===== config.mk =====
export PLATFORM = sky130hd
export DESIGN_NAME = pipe_ctrl
export DESIGN_NICKNAME = d
export VERILOG_FILES = /design/src/rtl/pipe_ctrl.sv
export SDC_FILE = /design/constraint.sdc
export NUM_CORES = 1
export LEC_CHECK = 0
export CAP_MARGIN = 20
export CORE_AREA = 2 2 39 41
export CTS_CLUSTER_DIAMETER = 120
export DETAILED_ROUTE_END_ITERATION = 16
export DIE_AREA = 0 0 41 43
export DONT_BUFFER_PORTS = 1
export GPL_TIMING_DRIVEN = 0
export HOLD_SLACK_MARGIN = 0.06
export PLACE_DENSITY = 0.54
export SLEW_MARGIN = 20
export SYNTH_ARGS = -nofsm -noshare
export SYNTH_HDL_FRONTEND = slang
export SYNTH_SLANG_ARGS = --single-unit

===== constraint.sdc =====
create_clock -name clk -period 1.36 [get_ports clk]
set_clock_uncertainty 0.05 [all_clocks]
set_input_delay 0.272 -clock clk [delete_from_list [all_inputs] [get_ports clk]]
set_output_delay 0.272 -clock clk [all_outputs]
set_load 0.02 [all_outputs]

===== src/rtl/pipe_ctrl.sv =====
`timescale 1ns/1ps
// pipe_ctrl -- pipeline control unit for the five-stage RISC-V core.
//
// Purpose:
//   Arbitrates the single shared memory port between instruction fetch (IF)
//   and the MEM stage, generates the per-stage hold vector (stall_sign) and
//   bubble vector (flush_sign), and tracks a fetch left in flight across a
//   taken jump so the stale instruction is dropped (if_discard).
//
// Ports:
//   clk            in   core clock
//   rst            in   asynchronous active-low reset
//   if_mem_req     in   IF fetch request, held until its port_done
//   mem_mem_req    in   MEM load/store request, held until its port_done
//   port_done      in   one-cycle completion pulse from the memory port
//   id_ld_hazard   in   load-use hazard detected in ID
//   ex_jump        in   taken branch/jump resolved in EX this cycle
//   port_start     out  one-cycle pulse launching a memory transaction
//   port_sel       out  transaction owner: 0 = IF, 1 = MEM (valid while busy)
//   stall_sign     out  hold bits: [0] pc [1] IF [2] if_id [3] id_ex
//                       [4] ex_mem [5] mem_wb
//   flush_sign     out  same bit map, 1 loads a NOP into that register
//   if_discard     out  qualifies port_done: drop the returned instruction
//   perf_stall_cnt out  cycles with any stall (PIPE_CTRL_PERF_EN only)
//   perf_flush_cnt out  cycles with any flush (PIPE_CTRL_PERF_EN only)
//
// Handshake: a requester raises its *_mem_req and holds it until the port
// returns port_done while that requester owns the port. port_start/port_sel
// follow a grant by one cycle; port_done is only honoured in a busy state.
//
// Optional feature macro: PIPE_CTRL_PERF_EN (performance counters).
module pipe_ctrl (
    input  logic        clk,
    input  logic        rst,
    input  logic        if_mem_req,
    input  logic        mem_mem_req,
    input  logic        port_done,
    input  logic        id_ld_hazard,
    input  logic        ex_jump,
    output logic        port_start,
    output logic        port_sel,
    output logic [5:0]  stall_sign,
    output logic [5:0]  flush_sign,
    output logic        if_discard
`ifdef PIPE_CTRL_PERF_EN
    ,
    output logic [31:0] perf_stall_cnt,
    output logic [31:0] perf_flush_cnt
`endif
);

    typedef enum logic [1:0] {
        IDLE     = 2'd0,
        IF_BUSY  = 2'd1,
        MEM_BUSY = 2'd2
    } state_t;

    state_t     state_q, state_d;
    logic       port_start_q, port_start_d;
    logic       port_sel_q, port_sel_d;
    logic       discard_pending_q, discard_pending_d;

    logic       done_if, done_mem;
    logic       mem_wait, if_wait;
    logic       flush_eff;
    logic [5:0] stall_raw;

    always_comb begin
        done_if  = port_done && (state_q == IF_BUSY);
        done_mem = port_done && (state_q == MEM_BUSY);

        // A request is still waiting unless its own completion arrives now.
        mem_wait = mem_mem_req && !done_mem;
        if_wait  = if_mem_req && !done_if;

        // A jump during a MEM wait is deferred: EX is held and re-presents it.
        flush_eff = ex_jump && !mem_wait;

        stall_raw = 6'b000000;
        if (mem_wait)     stall_raw = stall_raw | 6'b011111;
        if (id_ld_hazard) stall_raw = stall_raw | 6'b000111;
        if (if_wait)      stall_raw = stall_raw | 6'b000011;

        // Grant evaluation in IDLE or on the completion cycle of a busy state.
        // The requester that just completed is masked via mem_wait/if_wait,
        // which gives back-to-back service to the other side.
        state_d      = state_q;
        port_start_d = 1'b0;
        if ((state_q == IDLE) || port_done) begin
            if (mem_wait) begin
                state_d      = MEM_BUSY;
                port_start_d = 1'b1;
            end else if (if_wait) begin
                state_d      = IF_BUSY;
                port_start_d = 1'b1;
            end else begin
                state_d      = IDLE;
            end
        end
        port_sel_d = (state_d == MEM_BUSY);

        // Remember a flush that overtook an in-flight fetch; the completion
        // consumes it. A flush on the completion cycle is handled directly.
        discard_pending_d = discard_pending_q;
        if (done_if) begin
            discard_pending_d = 1'b0;
        end else if (flush_eff && (state_q == IF_BUSY)) begin
            discard_pending_d = 1'b1;
        end
    end

    always_ff @(posedge clk or negedge rst) begin
        if (!rst) begin
            state_q           <= IDLE;
            port_start_q      <= 1'b0;
            port_sel_q        <= 1'b0;
            discard_pending_q <= 1'b0;
        end else begin
            state_q           <= state_d;
            port_start_q      <= port_start_d;
            port_sel_q        <= port_sel_d;
            discard_pending_q <= discard_pending_d;
        end
    end

    assign port_start = port_start_q;
    assign port_sel   = port_sel_q;

    // Control vectors are forced quiet while reset is held.
    assign stall_sign = rst ? stall_raw : 6'b000000;
    assign flush_sign = (rst && flush_eff) ? 6'b001100 : 6'b000000;
    assign if_discard = rst && done_if && (discard_pending_q || flush_eff);

`ifdef PIPE_CTRL_PERF_EN
    logic [31:0] perf_stall_cnt_q, perf_stall_cnt_d;
    logic [31:0] perf_flush_cnt_q, perf_flush_cnt_d;

    always_comb begin
        perf_stall_cnt_d = perf_stall_cnt_q;
        perf_flush_cnt_d = perf_flush_cnt_q;
        if (stall_sign != 6'b000000) perf_stall_cnt_d = perf_stall_cnt_q + 32'd1;
        if (flush_sign != 6'b000000) perf_flush_cnt_d = perf_flush_cnt_q + 32'd1;
    end

    always_ff @(posedge clk or negedge rst) begin
        if (!rst) begin
            perf_stall_cnt_q <= 32'd0;
            perf_flush_cnt_q <= 32'd0;
        end else begin
            perf_stall_cnt_q <= perf_stall_cnt_d;
            perf_flush_cnt_q <= perf_flush_cnt_d;
        end
    end

    assign perf_stall_cnt = perf_stall_cnt_q;
    assign perf_flush_cnt = perf_flush_cnt_q;
`endif

endmodule


======== Word level (Yosys, flattened, before mapping) ========
Index checks and enable logic that the tools add are counted.
word-level totals
  output and inout bits ................... 15
  register bits ........................... 5
cells by class
  multiplexer cells ....................... 13
  eq/ne operators ......................... 3
  reduce and logical (&&, ||, !) cells .... 16
operators by type and width
  kind                number
  $mux 5              2
  $logic_and 1x1->1   9
  $mux 1              6
  $mux 2              3
  $eq 2x2->1 const B  2
  $mux 4              1
  $logic_not 1->1     3
  $mux 3              1
  $eq 2x1->1 const B  1
  $logic_not 2->1     1
  $logic_or 1x1->1    2
  $reduce_bool 2->1   1

======== Depth between registers and ports, before layout ========
Gate-level depths: netlist of run 1.
  depth in word-level cells ............... 9
  mapped depth ............................ 5
  gate-level depth less buffers ........... 3

======== Least setup slack after synthesis of run 1 ========
Ideal clock, no wire load.
  path kind ............................... flip-flop to output port
  start point ............................. register state_q[0]
  end point ............................... output port stall_sign[1]
  data required time ...................... 1038 ps
  cell stages (with the launch flop) ...... 5
  arrival time ............................ 1391 ps
  setup slack ............................. -353 ps
  cell sequence ........................... dfrtp_1 -> nor2b_2 -> o2bb2ai_1 -> a31oi_1 -> buf_4
between the ends
  cells in the longest elaborated chain, start to end .. 8
RTL lines
  what                    line  text
  from (decl)             58    state_t state_q, state_d;
  from (signal assigned)  119   state_q <= state_d;
  $eq 2x2->1              70    done_mem = port_done && (state_q == MEM_BUSY);
  $logic_and 1x1->1       70
  $logic_not 1->1         73    mem_wait = mem_mem_req && !done_mem;
  $logic_and 1x1->1       73
  $mux 5                  80    if (mem_wait) stall_raw = stall_raw | 6'b011111;
  $mux 3                  81    if (id_ld_hazard) stall_raw = stall_raw | 6'b000111;
  $mux 2 *                82    if (if_wait) stall_raw = stall_raw | 6'b000011;
  $mux 5 *                130   assign stall_sign = rst ? stall_raw : 6'b000000;
  to (decl)               42    output logic [5:0] stall_sign,
Every way passes the cells marked *; elsewhere a longest branch is shown, timed or not.

======== Final worst setup path of run 1 ========
  start point ............................. register state_q[0]
  end point ............................... output port flush_sign[3]
between the ends
  cells in the longest elaborated chain, start to end .. 8
RTL lines
  what               line  text
  $eq 2x2->1         70
  $logic_and 1x1->1  70
  $logic_not 1->1    73
  $logic_and 1x1->1  73
  $logic_not 1->1    77    flush_eff = ex_jump && !mem_wait;
  $logic_and 1x1->1  77
  $logic_and 1x1->1  131   assign flush_sign = (rst && flush_eff) ? 6'b001100 : 6'b000000;
  $mux 4             131
  to (decl)          43    output logic [5:0] flush_sign,
No other way between the ends.

==> key figures, run 1 <==
GRT
  – GRT Total Usage: 0.101
  – Largest net degree at the start of global routing: 11
  – GR Overflow Total: 0
  – Initial antenna violation count: 0
  – First-pass GRT wire length: 1.18 mm
  – Number of global-route vias before repair: 291

Critical path
  – Buf+Inv Stages, Crit Path: 1
  – Reg2reg setup slack: 0.19 ns
  – Crit start category: register
  – Crit path cell chain: nand2b_4 > o21a_4 > nor2_4 > buf_6
  – Worst Path Required: 1.04 ns
  – Worst path slowest cell: dfrtp_2
  – Crit. End Element: primary output
  – CP Data Arrival Time: 1.32 ns
  – Slowest stage delay, CP: 0.41 ns
  – Worst-path fanout max: 3
  – Crit path max-delay family: flip-flops
  – Crit Path Class: reg2out

Place
  – Placed cell area: 473 um2
  – Hpwl dp: 553 um
  – GP Congestion: 0.667
  – IO buf count: 0

Finish
  – Nets: 68
  – Share of layout cells above drive strength 1: 0.450
  – Finished Cell Area: 554 um2
  – Layout overhead on the synthesized area: 44.8%
  – Fillers: 143
  – N_diodes: 0

Timing
  – Setup ws final: -0.278 ns
  – Fmax: 610 MHz
  – Final Hold Viols: 0
  – Period utilisation layout: 1.20
  – Unrepaired setup endpoints after global routing: yes
  – Final Max Tran Viols: 0
  – Setup violations, final: 8
  – Min Hold Slack: 0.0725 ns
  – Setup_tns: -1.54 ns
  – Post-route minimum period: 1.64 ns

Pwr
  – Internal power: 0.000404 W
  – Lkg Pwr: 0.253 nW
  – Clock power share: 0.276
  – P_sw: 0.000206 W
  – Combinational share of power: 0.366
  – Peak VDD IR: 0.537 mV
  – Sw Ratio: 0.338
  – Share of power burned in registers: 0.359
  – Pwr dens: 1100 nW/um2

Routing
  – Post-Route WL: 784 um
  – Detail Route Antenna Nets: 0
  – Drt pass-1 iters: 5
  – Via/cell ratio: 4.50
  – WL/cell: 10.3 um
  – DRC: 0
  – 1st-iter DRT viols: 3
  – Vias post-DR: 342

Floorplan
  – Die W: 41 um
  – Die area: 1760 um2
  – CORE AREA: 1380 um2
  – Die Height: 43 um
  – Row Count: 14
  – Initial core utilization: 0.277
  – I/O pins: 22

Yosys
  – Cell accounting for the most synthesized area: dfrtp_1
  – Post-Syn Instances: 47
  – Post-Syn Area: 383 um2
  – Largest family of logic cells by synthesized area: compound AO/OA/AOI/OAI gates
  – Proportion of netlist area held by the largest area contributor: 0.327
  – Post-Synth Adder-Cell Area: 0
  – Register area share after synthesis: 0.327
  – Post-synthesis compound-gate area fraction: 0.265
  – Distinct cells, synth: 21
  – XOR/XNOR share of the synthesized area: 0
  – Post-synth ARST share: 1.00
  – EDFF count, synth: 0
  – Share of synthesized area spent on multiplexers: 0
  – Syn Area/Cell: 8.15 um2
  – Simple-gate area share of the yosys netlist: 0.199
  – Main synth FF type: dfrtp_1
  – Ranking of synthesized cells by area: dfrtp_1 (33%), buf_4 (16%), a21oi_1 (7.8%), nor2_1 (4.9%), o21a_1 (3.9%)
  – Yosys Warn Count: 0
  – Yosys reg bits: 5

Status
  – Status: complete, but fails checks
  – Failing checks: negative setup slack

Clock tree
  – Clock transition at path regs: 0.04 ns
  – Max clock buf depth: 2
  – Total clock sinks: 5
  – Htree depth: 1
  – Clock Root Buffer: clkbuf_4
  – Skew-Pair Late Insertion Delay: 0.24 ns
  – Num CTS Buffers: 3
  – CTS tree: done

Run
  – Max-Cap Viols: 0

Hold path
  – HP Class: in2reg
## final cells by class
type | instances | area, um2 | area share
Sequential cell | 5 | 128 | 0.230
Inverter | 3 | 11.3 | 0.0203
Multi-Input combinational cell | 34 | 249 | 0.449
Tap cell | 16 | 20.0 | 0.0361
Timing Repair Buffer | 5 | 43.8 | 0.0790
Clock buffer | 4 | 26.3 | 0.0474
Buffer | 9 | 76.3 | 0.138
## timing repair
item,4_1_cts,5_1_grt
gates resized for setup,4,1
setup endpoints to repair,8,8
hold endpoints to repair,5,0
hold buffers,1,0
buffers inserted,2,2
pin swaps,3,1
## path summary, 6_finish.rpt
path | end | from | cells after the start
min in group asynchronous | port_start | rst | 1
max in group asynchronous | state_q[0] | rst | 1
max | flush_sign[3] | state_q[0] | 4
min | discard_pending_q | port_done | 1
max reg2reg | state_q[1] | state_q[0] | 4
min reg2reg | discard_pending_q | discard_pending_q | 2
## cell usage in the layout, fill, tap and decap left out, drive strengths merged
master / count
a21oi: 6
a22oi: 1
a31oi: 1
and2: 1
buf: 13
clkbuf: 4
conb: 5
dfrtp: 5
dlygate4sd3: 1
inv: 3
nand2: 3
nand2b: 2
nor2: 5
nor2b: 2
nor3b: 1
o2111a: 1
o21a: 2
o22ai: 1
o2bb2ai: 1
o31ai: 1
o32ai: 1
## synthesized netlist by cell type, types with 2 or more instances
master    n
dfrtp_1   5
nand2_1   3
inv_1     3
nand2b_1  2
nor2_1    5
o21a_1    2
buf_4     8
a21oi_1   6
## layer usage
layer	share of wire	routed length [um]	GRT usage	vias to the layer above
met1	0.43	340	0.132	151
met2	0.49	387	0.138	14
met3	0.071	56	0.0785	0
met5	0	0	0	-
met4	0	0	0	0
li1	-	-	-	177
## cell families after synthesis
kind of cell,after synthesis
AND/OR/NAND/NOR,14
flip-flops,5
buffers and inverters,12
other,1
AO/OA/AOI/OAI,15
## sequential cells by signal (all words and copies together), names as in the netlist
| name | flops |
|---|---|
| discard_pending_q | 1 |
| port_sel | 1 |
| port_start | 1 |
| state_q | 2 |
## worst reg2reg max path: cells and delay by family (launching register included)
family                 cells  cell delay [ns]
DFF                        1             0.41
buffers and inverters      1             0.13
AOI/OAI and AO/OA          1             0.23
and+or+nand+nor            2             0.24
## power by group through the flow
| stage | registers [W] | logic (W) | clock network [W] |
|---|---|---|---|
| 3_3_place_gp | 0.000228 | 0.000170 | 0 |
| 4_1_cts | 0.000218 | 0.000206 | 0.000176 |
| 3_5_place_dp | 0.000228 | 0.000172 | 0 |
| 6_report | 0.000219 | 0.000223 | 0.000168 |
| 5_1_grt | 0.000224 | 0.000241 | 0.000189 |
| 2_1_floorplan | 0.000222 | 0.000160 | 0 |
## per-stage QoR
step	setup WS, ns	util	total power, W	cells
floorplan	-0.0825	-	0.000382	51
global placement	-0.137	0.342	0.000398	67
detailed placement	-0.143	0.342	0.000400	67
CTS	-0.308	0.387	0.000600	74
global route	-0.327	0.401	0.000653	76
finish	-0.278	0.401	0.000609	76
No activity file was read; power rests on OpenSTA's default activity.
==> run 2, diff against run 1 <==
- MAX_ROUTING_LAYER: default -> met4
==> results of run 2 <==
Final layout, timing and power as in run 1 (identical DEF).
Among the figures that moved: final weighted congestion in routability-driven placement 0.667 -> 0.673; overall routing resource usage 0.101 -> 0.103
